File: config.mk
export PLATFORM = sky130hd
export DESIGN_NAME = wb_port_arbiter
export DESIGN_NICKNAME = d
export VERILOG_FILES = /design/src/rtl/wb_port_arbiter_pkg.sv /design/src/rtl/wb_result_fifo.sv /design/src/rtl/wb_port_arbiter.sv
export SDC_FILE = /design/constraint.sdc
export NUM_CORES = 1
export LEC_CHECK = 0
export BUFFER_PORTS_ARGS = -buffer_cell sky130_fd_sc_hd__buf_2
export CORE_MARGIN = 2
export CORE_UTILIZATION = 52
export CTS_CLUSTER_DIAMETER = 150
export DETAILED_ROUTE_END_ITERATION = 8
export PLACE_DENSITY = 0.78
export SLEW_MARGIN = 30
export SYNTH_ARGS = -nofsm -noshare
export SYNTH_HDL_FRONTEND = slang
export SYNTH_SLANG_ARGS = --single-unit
File: constraint.sdc
create_clock -name clk -period 5 [get_ports clk]
set_input_delay 1 -clock clk [delete_from_list [all_inputs] [get_ports clk]]
set_output_delay 1 -clock clk [all_outputs]
set_load 0.02 [all_outputs]
File: src/rtl/wb_port_arbiter_pkg.sv
// Shared types and constants for the register-file write-port arbiter.
package wb_port_arbiter_pkg;

    localparam int unsigned DW   = 32;
    localparam int unsigned AW   = 5;
    localparam int unsigned NREG = 1 << AW;

    localparam logic [AW-1:0] REG_ZERO = '0;

    typedef struct packed {
        logic          valid;
        logic [AW-1:0] wa;
        logic [DW-1:0] wd;
    } wb_entry;

    function automatic logic [NREG-1:0] reg_onehot(input logic [AW-1:0] wa);
        reg_onehot = NREG'(1) << wa;
    endfunction

endpackage

File: src/rtl/wb_result_fifo.sv
// In-order buffer of MDU results with per-entry valid bits and kill-by-address.
module wb_result_fifo
    import wb_port_arbiter_pkg::*;
#(
    parameter  int unsigned DEPTH = 2,
    localparam int unsigned PW    = (DEPTH > 1) ? $clog2(DEPTH) : 1,
    localparam int unsigned CW    = PW + 1
) (
    input  logic            clk,
    input  logic            reset,
    input  logic            push,
    input  logic [AW-1:0]   push_wa,
    input  logic [DW-1:0]   push_wd,
    input  logic            pop,
    input  logic            kill_en,
    input  logic [AW-1:0]   kill_wa,
    output wb_entry         head,
    output logic [CW-1:0]   count,
    output logic            any_valid,
    output logic [NREG-1:0] pending_mask
);

    wb_entry         mem_q [DEPTH];
    wb_entry         mem_d [DEPTH];
    logic [PW-1:0]   wr_ptr_q, wr_ptr_d;
    logic [PW-1:0]   rd_ptr_q, rd_ptr_d;
    logic [CW-1:0]   count_q, count_d;

    // Kill first, then pop, then push: a same-cycle push to the killed address survives.
    always_comb begin
        mem_d = mem_q;
        for (int unsigned i = 0; i < DEPTH; i++) begin
            if (kill_en && mem_q[PW'(i)].valid && (mem_q[PW'(i)].wa == kill_wa)) begin
                mem_d[PW'(i)].valid = 1'b0;
            end
        end
        if (pop) begin
            mem_d[rd_ptr_q].valid = 1'b0;
        end
        if (push) begin
            mem_d[wr_ptr_q] = '{valid: 1'b1, wa: push_wa, wd: push_wd};
        end
        wr_ptr_d = wr_ptr_q + PW'(push);
        rd_ptr_d = rd_ptr_q + PW'(pop);
        count_d  = count_q + CW'(push) - CW'(pop);
    end

    always_ff @(posedge clk or posedge reset) begin
        if (reset) begin
            for (int unsigned i = 0; i < DEPTH; i++) begin
                mem_q[PW'(i)] <= '0;
            end
            wr_ptr_q <= '0;
            rd_ptr_q <= '0;
            count_q  <= '0;
        end else begin
            for (int unsigned i = 0; i < DEPTH; i++) begin
                mem_q[PW'(i)] <= mem_d[PW'(i)];
            end
            wr_ptr_q <= wr_ptr_d;
            rd_ptr_q <= rd_ptr_d;
            count_q  <= count_d;
        end
    end

    // Hazard view: every register still owed a buffered result.
    always_comb begin
        pending_mask = '0;
        any_valid    = 1'b0;
        for (int unsigned i = 0; i < DEPTH; i++) begin
            if (mem_q[PW'(i)].valid) begin
                pending_mask = pending_mask | reg_onehot(mem_q[PW'(i)].wa);
                any_valid    = 1'b1;
            end
        end
        pending_mask[0] = 1'b0;
    end

    assign head  = mem_q[rd_ptr_q];
    assign count = count_q;

endmodule

File: src/rtl/wb_port_arbiter.sv
// Merges pipeline writeback and buffered MDU results onto the single register-file write port.
module wb_port_arbiter
    import wb_port_arbiter_pkg::*;
#(
    parameter int unsigned DEPTH        = 2,
    parameter int unsigned STARVE_LIMIT = 8
) (
    input  logic            clk,
    input  logic            reset,
    input  logic            pipe_we,
    input  logic [AW-1:0]   pipe_wa,
    input  logic [DW-1:0]   pipe_wd,
    input  logic            mdu_valid,
    output logic            mdu_ready,
    input  logic [AW-1:0]   mdu_wa,
    input  logic [DW-1:0]   mdu_wd,
    output logic            we3,
    output logic [AW-1:0]   wa3,
    output logic [DW-1:0]   wd3,
    output logic [NREG-1:0] pending_mask,
    output logic            pipe_stall
);

    localparam int unsigned PW    = (DEPTH > 1) ? $clog2(DEPTH) : 1;
    localparam int unsigned CW    = PW + 1;
    localparam int unsigned AGE_W = $clog2(STARVE_LIMIT) + 1;
    localparam logic [AGE_W-1:0] AGE_MAX = AGE_W'(STARVE_LIMIT - 1);

    wb_entry          head;
    logic [CW-1:0]    count;
    logic             any_valid;
    logic             pw, acc, mdu_live, head_valid, skip_pop;
    logic             pop, push, bypass;
    logic             we3_q, we3_d;
    logic [AW-1:0]    wa3_q, wa3_d;
    logic [DW-1:0]    wd3_q, wd3_d;
    logic [AGE_W-1:0] age_q, age_d;
    logic             stall_q, stall_d;

    assign pw         = pipe_we && (pipe_wa != REG_ZERO);
    assign mdu_ready  = !reset && (count < CW'(DEPTH));
    assign acc        = mdu_valid && mdu_ready;
    assign mdu_live   = acc && (mdu_wa != REG_ZERO);
    assign head_valid = (count != '0) && head.valid;
    assign skip_pop   = (count != '0) && !head.valid;

    wb_result_fifo #(.DEPTH(DEPTH)) u_fifo (
        .clk          (clk),
        .reset        (reset),
        .push         (push),
        .push_wa      (mdu_wa),
        .push_wd      (mdu_wd),
        .pop          (pop),
        .kill_en      (pw),
        .kill_wa      (pipe_wa),
        .head         (head),
        .count        (count),
        .any_valid    (any_valid),
        .pending_mask (pending_mask)
    );

    // Slot priority: pipeline, then buffered head, then bypass; bypass only when no older result waits.
    always_comb begin
        we3_d  = 1'b0;
        wa3_d  = '0;
        wd3_d  = '0;
        pop    = skip_pop;
        bypass = 1'b0;
        if (pw) begin
            we3_d = 1'b1;
            wa3_d = pipe_wa;
            wd3_d = pipe_wd;
        end else if (head_valid) begin
            pop   = 1'b1;
            we3_d = 1'b1;
            wa3_d = head.wa;
            wd3_d = head.wd;
        end else if (mdu_live && !any_valid) begin
            bypass = 1'b1;
            we3_d  = 1'b1;
            wa3_d  = mdu_wa;
            wd3_d  = mdu_wd;
        end
        push = mdu_live && !bypass;
    end

    // Head age saturates; stall is held until the head is finally written.
    always_comb begin
        age_d   = '0;
        stall_d = 1'b0;
        if (head_valid && !pop) begin
            age_d   = (age_q == AGE_MAX) ? age_q : age_q + AGE_W'(1);
            stall_d = (age_q >= AGE_MAX);
        end
    end

    always_ff @(posedge clk or posedge reset) begin
        if (reset) begin
            we3_q   <= 1'b0;
            wa3_q   <= '0;
            wd3_q   <= '0;
            age_q   <= '0;
            stall_q <= 1'b0;
        end else begin
            we3_q   <= we3_d;
            wa3_q   <= wa3_d;
            wd3_q   <= wd3_d;
            age_q   <= age_d;
            stall_q <= stall_d;
        end
    end

    assign we3        = we3_q;
    assign wa3        = wa3_q;
    assign wd3        = wd3_q;
    assign pipe_stall = stall_q;

endmodule

After elaboration in Yosys (flattened, before gate mapping) --
Cells that the tools add are included.
Storage, ports and cells: register bits after elaboration 123, output and inout bits 72
Cells by class: add/sub/neg operators 5, bitwise gates (word level) 3, equality and inequality tests 4, multiplexer cells 33, order comparisons 6, reductions and logical operators 23, shift operators 2
Operator list (number):
- $mux W38 | 5
- $mux W32 | 5
- $bwmux W76 | 2
- $mux W76 | 2
- $demux W38 S1 | 2
- $shl A1 B5 Y32 const A | 2
- $or A32 B32 Y32 | 1
- $logic_and A1 B1 Y1 | 15
- $mux W5 | 3
- $mux W1 | 12
- $eq A5 B5 Y1 | 2
- $reduce_bool A5 Y1 | 2
- $mux W4 | 2
- $logic_not A1 Y1 | 5
- $add A4 B1 Y4 const B | 1
- $eq A4 B3 Y1 const B | 1
- $ge A2 B2 Y1 const B | 2
- $ge A4 B3 Y1 const B | 1
- $lt A2 B1 Y1 const B | 2
- $not A1 Y2 | 2
- $add A1 B1 Y1 | 2
- $add A2 B1 Y2 | 1
- $lt A2 B2 Y1 const B | 1
- $ne A2 B2 Y1 const B | 1
- other kinds (2) | 2

Longest topological paths before layout --
Gate-level depths: netlist (run 1).
depth after elaboration 12, gate-level depth with buffers 10, gate-level depth less buffers 9

By module --
From an unflattened synthesis (run 1), not the netlist that was laid out.
Unflattened totals: cells, all modules 710, area total of the unflattened synthesis 6070.8 um^2
Modules (own cells, without submodules):
- wb_result_fifo | cells each 504, area each 4076.4 um^2, instances 1
- wb_port_arbiter | cells each 206, area each 1994.4 um^2, instances 1

Least setup slack after synthesis (run 1) --
OpenSTA, ideal clock, no wires.
path kind input port to flip-flop, start input port reset, end register u_fifo.mem_q[10] in the netlist's numbering, setup slack 1896 ps, buffers on the path 1, data arrival time 3038 ps, stages 8, data required time 4934 ps, cells stage by stage nor2_1 -> o211ai_2 -> a21oi_1 -> ha_1 -> inv_1 -> a2111oi_4 -> buf_2 -> a22o_1
On the way: cells in the longest elaborated chain, start to end 11
RTL lines:
- start, declared | line wb_port_arbiter.sv:9 | input logic reset,
- $logic_not A1 Y1 (no line) *
- $logic_and A1 B1 Y1 * | line wb_port_arbiter.sv:41 | assign mdu_ready = !reset && (count < CW'(DEPTH));
- $logic_and A1 B1 Y1 * | line wb_port_arbiter.sv:42 | assign acc = mdu_valid && mdu_ready;
- $logic_and A1 B1 Y1 * | line wb_port_arbiter.sv:43 | assign mdu_live = acc && (mdu_wa != REG_ZERO);
- $logic_and A1 B1 Y1 | line wb_port_arbiter.sv:78 | end else if (mdu_live && !any_valid) begin
- $mux W1 | line wb_port_arbiter.sv:78
- $mux W1 | line wb_port_arbiter.sv:73 | end else if (head_valid) begin
- $mux W1 | line wb_port_arbiter.sv:69 | if (pw) begin
- $logic_not A1 Y1 | line wb_port_arbiter.sv:84 | push = mdu_live && !bypass;
- $logic_and A1 B1 Y1 * | line wb_port_arbiter.sv:84
- $mux W76 * | line wb_result_fifo.sv:40 | if (push) begin
- end signal, assigned by index | line wb_result_fifo.sv:58 | mem_q[PW'(i)] <= mem_d[PW'(i)];
- end, declared | line wb_result_fifo.sv:23 | wb_entry mem_q [DEPTH];
Every way passes the cells marked *; elsewhere a longest branch is shown, timed or not. A chain may end at the register's enable or synchronous reset.

Worst setup path in the final report (run 1) --
start input port mdu_wa[0], end register u_fifo.mem_q[41] in the netlist's numbering
On the way: cells in the longest elaborated chain, start to end 9
RTL lines:
- start, declared | line wb_port_arbiter.sv:15 | input logic [AW-1:0] mdu_wa,
- $reduce_bool A5 Y1 * | line wb_port_arbiter.sv:43
- $logic_and A1 B1 Y1 * | line wb_port_arbiter.sv:43
- $logic_and A1 B1 Y1 | line wb_port_arbiter.sv:78
- $mux W1 | line wb_port_arbiter.sv:78
- $mux W1 | line wb_port_arbiter.sv:73
- $mux W1 | line wb_port_arbiter.sv:69
- $logic_not A1 Y1 | line wb_port_arbiter.sv:84
- $logic_and A1 B1 Y1 * | line wb_port_arbiter.sv:84
- $mux W76 * | line wb_result_fifo.sv:40
Marks and branches as above.

==> flow_summary.yaml, run 1 <==
sta:
  max_slew.worst_pin.slew_ns: 0.999
  min_period_over_period_pct: 64.9
  setup-violations-final: 0
  final_period_minus_worst_setup_slack_ns: 3.25
  slew_headroom_pct: 33.4
  fin_tns_setup_ns: 0
  setup_ws_ns: 1.75
  drv_slew: 0
  fmax_ghz: 0.308
  clock_skew_ns: 0.00559
  rsz_0062_raised_after_global_routing: "no"
  hold_violations: 0
worst_setup_path:
  r2r_start: "u_fifo.count[1]$_DFF_PP0_"
  rrSetupSlack_ns: 2.24
  critical_path.startpoint_type: "input port"
  ff2ff_path_depth: 9
  worstSetupStartpoint: "mdu_wa[0]"
  cp_data_required_time_ns: 5.29
  worst_setup_path_end_kind: "register"
  end_point_of_the_critical_path: "u_fifo.mem_q[41]$_DFFE_PP0P_"
  r2r-end: "u_fifo.mem_q[41]$_DFFE_PP0P_"
  crit_path_max_fanout: 38
  setup.worst_path.class: "input port to register"
  critical_path_arrival_ns: 3.54
clock_tree:
  worst_setup_hold_path_clk_slew_ns: 0.05
  cts_setup_buffers: 0
  htree_levels: 4
  clock-root-buffer: "clkbuf_16"
  cts_sinks: 123
  worst_skew_pair.late_latency_ns: 0.41
  clock_tree.buffer_depth: 2
  cts_tree: "built"
  post_cts_hold_buffer_count: 0
  num_cts_buffers: 17
  cts_resized: 0
final_layout:
  antenna-diode-count: 0
  layout-drive-gt1-share_pct: 35.9
  nets: 737
  stdcell_area_mm2: 0.00721
  area_growth_syn_to_fin_pct: 22.6
  nFillCells: 872
synth:
  synth_top_area_share_pct: 52.4
  yosysMostFrequentCell: "dfrtp_1"
  ys.flop_type: "dfrtp_1"
  synthesis.nets: 611
  yosysTopAreaCell: "dfrtp_1"
  proportion_of_synthesized_flip_flops_having_asynchronous_set_or_reset_pct: 100
  synth.ff_latch_count: 123
  netlist_area_before_placement_mm2: 0.00588
  synth_top_cells_by_count: "dfrtp_1 (123), nor2_1 (87), a22o_1 (74)"
  synthTopCellsByArea: "dfrtp_1 (52%), a22o_1 (11%), mux2_2 (7.1%), nor2_1 (5.6%), a221oi_1 (5.5%)"
  synth_enable_flop_cells: 0
  yosysWarnings: 0
  yosysUniqueCellTypes: 40
  sequential_to_total_area_share_from_yosys_stat_pct: 52.4
  syn_inst: 528
  postSynthAreaPerCell_um2: 11.1
floorplan:
  initial_utilization_pct: 53.8
  floorplan.die.width_um: 110
  io_pins: 150
  core_area_mm2: 0.0109
  dieHeight_um: 110
  row_count: 38
  fp.dieArea_mm2: 0.0122
drt:
  drc_errors: 0
  vias: 4959
  drt-total-wl_mm: 15.6
  drt_iter0_drc: 383
  route.detailed.wl_per_inst_um: 19.3
  route.antenna.remaining_nets: 0
  drt_pre_antenna_iters: 5
  via_per_inst: 6.15
outcome:
  status: "finished, final reports clean"
grt:
  grt_overflow: 0
  antenna_found_initial: 0
  grt_start_max_net_pins: 47
  grt_use_total_pct: 26.2
  vias_in_the_first_global_route: 4902
  grt_first_pass_wirelength_mm: 24.2
placed_design:
  place_congestion: 0.780
  port_buffers: 148
  dp.final_hpwl_mm: 9.79
  total_cell_area_at_the_placement_stage_mm2: 0.00664
  detailedPlace.worstSlack_ns: 1.35
hold_path:
  hp-class: "register to register"
pwr:
  peakVddDrop_mv: 0.324
  static-leakage-power_nw: 3.52
  pwr_density_cell_mw_per_mm2: 439
  post-layout-total-power_mw: 3.16
job:
  number_of_max_cap_violations: 0
per-layer routing:
metal	wire, um	vias to the layer above	GRT usage (%)
li1	-	2230	-
met1	6540	2472	33.6
met2	7630	225	43.9
met3	1080	32	6.88
met4	314	0	8.04
met5	0	-	0
power by group:
| group | switching (mW) | internal [mW] | leakage [nW] |
|---|---|---|---|
| registers | 0.176 | 1.14 | 1.63 |
| clock network | 0.415 | 0.698 | 0.269 |
| logic | 0.396 | 0.337 | 1.62 |
cells in the final DEF, fill, tap and decap left out, types with 3 or more instances in the layout:
master and count:
nand3b_1 9, clkbuf_1 3, or3_1 3, buf_2 148, nand2_1 8, xor2_1 6
a221oi_1 37, o22ai_1 31, buf_4 8, or3b_2 4, clkinv_2 7, inv_1 6
nor2_1 86, ha_1 5, mux2_2 37, dfrtp_1 122, clkbuf_16 17, nand3_1 7
a21oi_1 5, xnor2_1 7, or2_2 5, a22o_1 74
worst min path at each step:
stage / start / to / cells past startpoint
6_report: u_fifo.mem_q[23]$_DFFE_PP0P_ / u_fifo.mem_q[23]$_DFFE_PP0P_ / 1
3_3_place_gp: u_fifo.mem_q[11]$_DFFE_PP0P_ / u_fifo.mem_q[11]$_DFFE_PP0P_ / 1
2_1_floorplan: u_fifo.mem_q[38]$_DFFE_PP0P_ / u_fifo.mem_q[38]$_DFFE_PP0P_ / 1
4_1_cts: u_fifo.mem_q[23]$_DFFE_PP0P_ / u_fifo.mem_q[23]$_DFFE_PP0P_ / 1
5_1_grt: u_fifo.mem_q[57]$_DFFE_PP0P_ / u_fifo.mem_q[57]$_DFFE_PP0P_ / 1
3_5_place_dp: u_fifo.mem_q[3]$_DFFE_PP0P_ / u_fifo.mem_q[3]$_DFFE_PP0P_ / 1
kinds of logic (layout without fill, tap and decap cells):
kind of cell / Yosys count / in the layout / synth area share, %
fa+ha+maj: 5 / 5 / 1.06
buf+inv: 57 / 195 / 4.26
xor+xnor: 13 / 13 / 1.94
mux: 38 / 38 / 7.26
other cells: 1 / 1 / 0.0638
flops: 123 / 123 / 52.4
compound gates: 159 / 159 / 22.9
simple gates: 132 / 132 / 10.2
state kept, by name, summed over array words and instances, names as in the netlist:
signal	flops
u_fifo.wr_ptr_q	1
wd3	32
wa3	5
u_fifo.count	2
we3	1
u_fifo.mem_q	76
pipe_stall	1
age_q	4
u_fifo.rd_ptr_q	1
cell type report:
class	instances	area [um^2]	share of cell area (%)
well taps	140	175	2.43
flip-flops and latches	123	3080	42.7
inverters	7	28.8	0.399
repair buffers	157	828	11.5
clock buffers	22	464	6.44
multi-input cells	348	2560	35.5
clock inverters	9	72.6	1.01
worst max-delay path, stage by stage:
cell and delay [ns]:
buf_2 0.13, or4_1 0.58, o211ai_2 0.32, a21oi_1 0.17
ha_1 0.23, inv_1 0.05, buf_4 0.39, a2111oi_4 0.10
buf_4 0.29, a22o_1 0.27
per-stage QoR:
stage | hold WS, ns | std cells | utilization (%)
after global routing | 0.520 | 806 | 65.9
after detailed placement | 0.491 | 774 | 60.7
after floorplan | 0.469 | 528 | -
final | 0.503 | 806 | 65.9
after CTS | 0.506 | 805 | 65.7
after global placement | 0.486 | 774 | 60.7
Note: power is estimated with default switching activity, not from simulation.
==> run 2, diff against run 1 <==
Clock period 5 ns to 3.35 ns, I/O delays scaled along.
==> flow_summary.yaml, run 2 (synthesized netlist as in run 1, its figures left out) <==
clock_tree:
  cts_resized: 0
  worst_setup_hold_path_clk_slew_ns: 0.05
  clock_tree.buffer_depth: 2
  cts_tree: "built"
  num_cts_buffers: 17
  post_cts_hold_buffer_count: 0
  htree_levels: 4
  clock-root-buffer: "clkbuf_16"
  cts_setup_buffers: 0
  worst_skew_pair.late_latency_ns: 0.41
  cts_sinks: 123
sta:
  setup_ws_ns: 0.530
  min_period_over_period_pct: 84.2
  final_period_minus_worst_setup_slack_ns: 2.82
  rsz_0062_raised_after_global_routing: "no"
  setup-violations-final: 0
  hold_violations: 0
  fin_tns_setup_ns: 0
  slew_headroom_pct: 36.9
  drv_slew: 0
  fmax_ghz: 0.355
  clock_skew_ns: 0.00440
  max_slew.worst_pin.slew_ns: 0.946
floorplan:
  dieHeight_um: 110
  fp.dieArea_mm2: 0.0122
  io_pins: 150
  floorplan.die.width_um: 110
  core_area_mm2: 0.0109
  row_count: 38
  initial_utilization_pct: 53.8
final_layout:
  mostFrequentLayoutCells: "buf_2 (148), dfrtp_1 (122), nor2_1 (86), a22o_1 (74)"
  stdcell_area_mm2: 0.00729
  layout-drive-gt1-share_pct: 36.6
  max_ffs_per_register: 76
  area_growth_syn_to_fin_pct: 24.0
  largest-register: "u_fifo.mem_q"
  nets: 743
  layout.cells.most_common: "buf_2"
worst_setup_path:
  r2r_start: "u_fifo.count[1]$_DFF_PP0_"
  ff2ff_path_depth: 8
  cp_slowest_stage_delay_ns: 0.56
  cp_data_required_time_ns: 2.68
  critical_path.startpoint_type: "register"
  worst_path_max_delay_cell: "or3b_2"
  path_cells: "or3b_2 > or2_2 > o22ai_1 > buf_2"
  worstSetupStartpoint: "u_fifo.mem_q[75]$_DFF_PP0_"
  crit_path_max_fanout: 9
  setup.worst_path.class: "register to output port"
  worst_setup_path_end_kind: "output port"
  critical_path_arrival_ns: 2.15
drt:
  drt_pre_antenna_iters: 5
  drt-total-wl_mm: 15.6
  drc_errors: 0
  via_per_inst: 6.17
  vias: 5013
  route.antenna.remaining_nets: 0
  drt_iter0_drc: 287
  route.detailed.wl_per_inst_um: 19.2
grt:
  vias_in_the_first_global_route: 5149
  grt_first_pass_wirelength_mm: 24.9
  grt_overflow: 0
  antenna_found_initial: 1
  grt_start_max_net_pins: 44
  grt_use_total_pct: 27.0
placed_design:
  port_buffers: 148
  detailedPlace.worstSlack_ns: 0.397
  dp.final_hpwl_mm: 10.2
  place_congestion: 0.839
  total_cell_area_at_the_placement_stage_mm2: 0.00670
job:
  number_of_max_cap_violations: 0
outcome:
  status: "finished, final reports clean"
hold_path:
  hp-class: "input port to asynchronous set/reset pin"
pwr:
  static-leakage-power_nw: 3.56
  pwr_density_cell_mw_per_mm2: 656
  peakVddDrop_mv: 0.314
[run 2: worst paths after layout]
path                                                 to  slack, ns
setup / recovery                        pending_mask[2]       0.53
hold / removal                u_fifo.count[0]$_DFF_PP0_       0.42
setup reg to reg            u_fifo.mem_q[0]$_DFFE_PP0P_       0.72
hold reg to reg            u_fifo.mem_q[23]$_DFFE_PP0P_       0.50
max in group asynchronous  u_fifo.mem_q[20]$_DFFE_PP0P_       2.15
min in group clk                      wd3[30]$_DFF_PP0_       0.47
[run 2: worst max-delay path: cells and delay by family (launching register included)]
kind | cells | cell delay [ns]
and+or+nand+nor | 2 | 0.89
DFF | 1 | 0.53
buffers and inverters | 1 | 0.19
AOI/OAI and AO/OA | 1 | 0.13
[run 2: cell type report]
cell class              instances  area (um^2)
diodes                          1         2.50
clock buffers                  23          488
clock inverters                 8         67.6
fillers                       865         3650
inverters                       7         30.0
multi-input cells             348         2560
flip-flops and latches        123         3080
well taps                     140          175
repair buffers                163          886
[run 2: layer usage]
layer / up-vias / routed length, um / track usage (%)
li1: 2250 / - / -
met1: 2512 / 6540 / 32.7
met2: 210 / 7710 / 46.3
met3: 41 / 1000 / 7.23
met4: 0 / 386 / 10.1
met5: - / 0 / 0
[run 2: where the power goes]
part / switching, mW / internal, mW / total [mW]
sequential: 0.169 / 1.70 / 1.87
combinational: 0.695 / 0.513 / 1.21
clock: 0.616 / 1.08 / 1.70
[run 2: stage by stage]
step	hold WS, ns	total power [mW]	instances	utilization, %
after floorplan	0.469	2.70	528	-
after global placement	0.485	2.99	780	61.3
after detailed placement	0.491	3.05	780	61.3
after CTS	0.415	4.76	811	66.4
after global routing	0.460	4.99	813	66.6
final	0.415	4.78	813	66.6
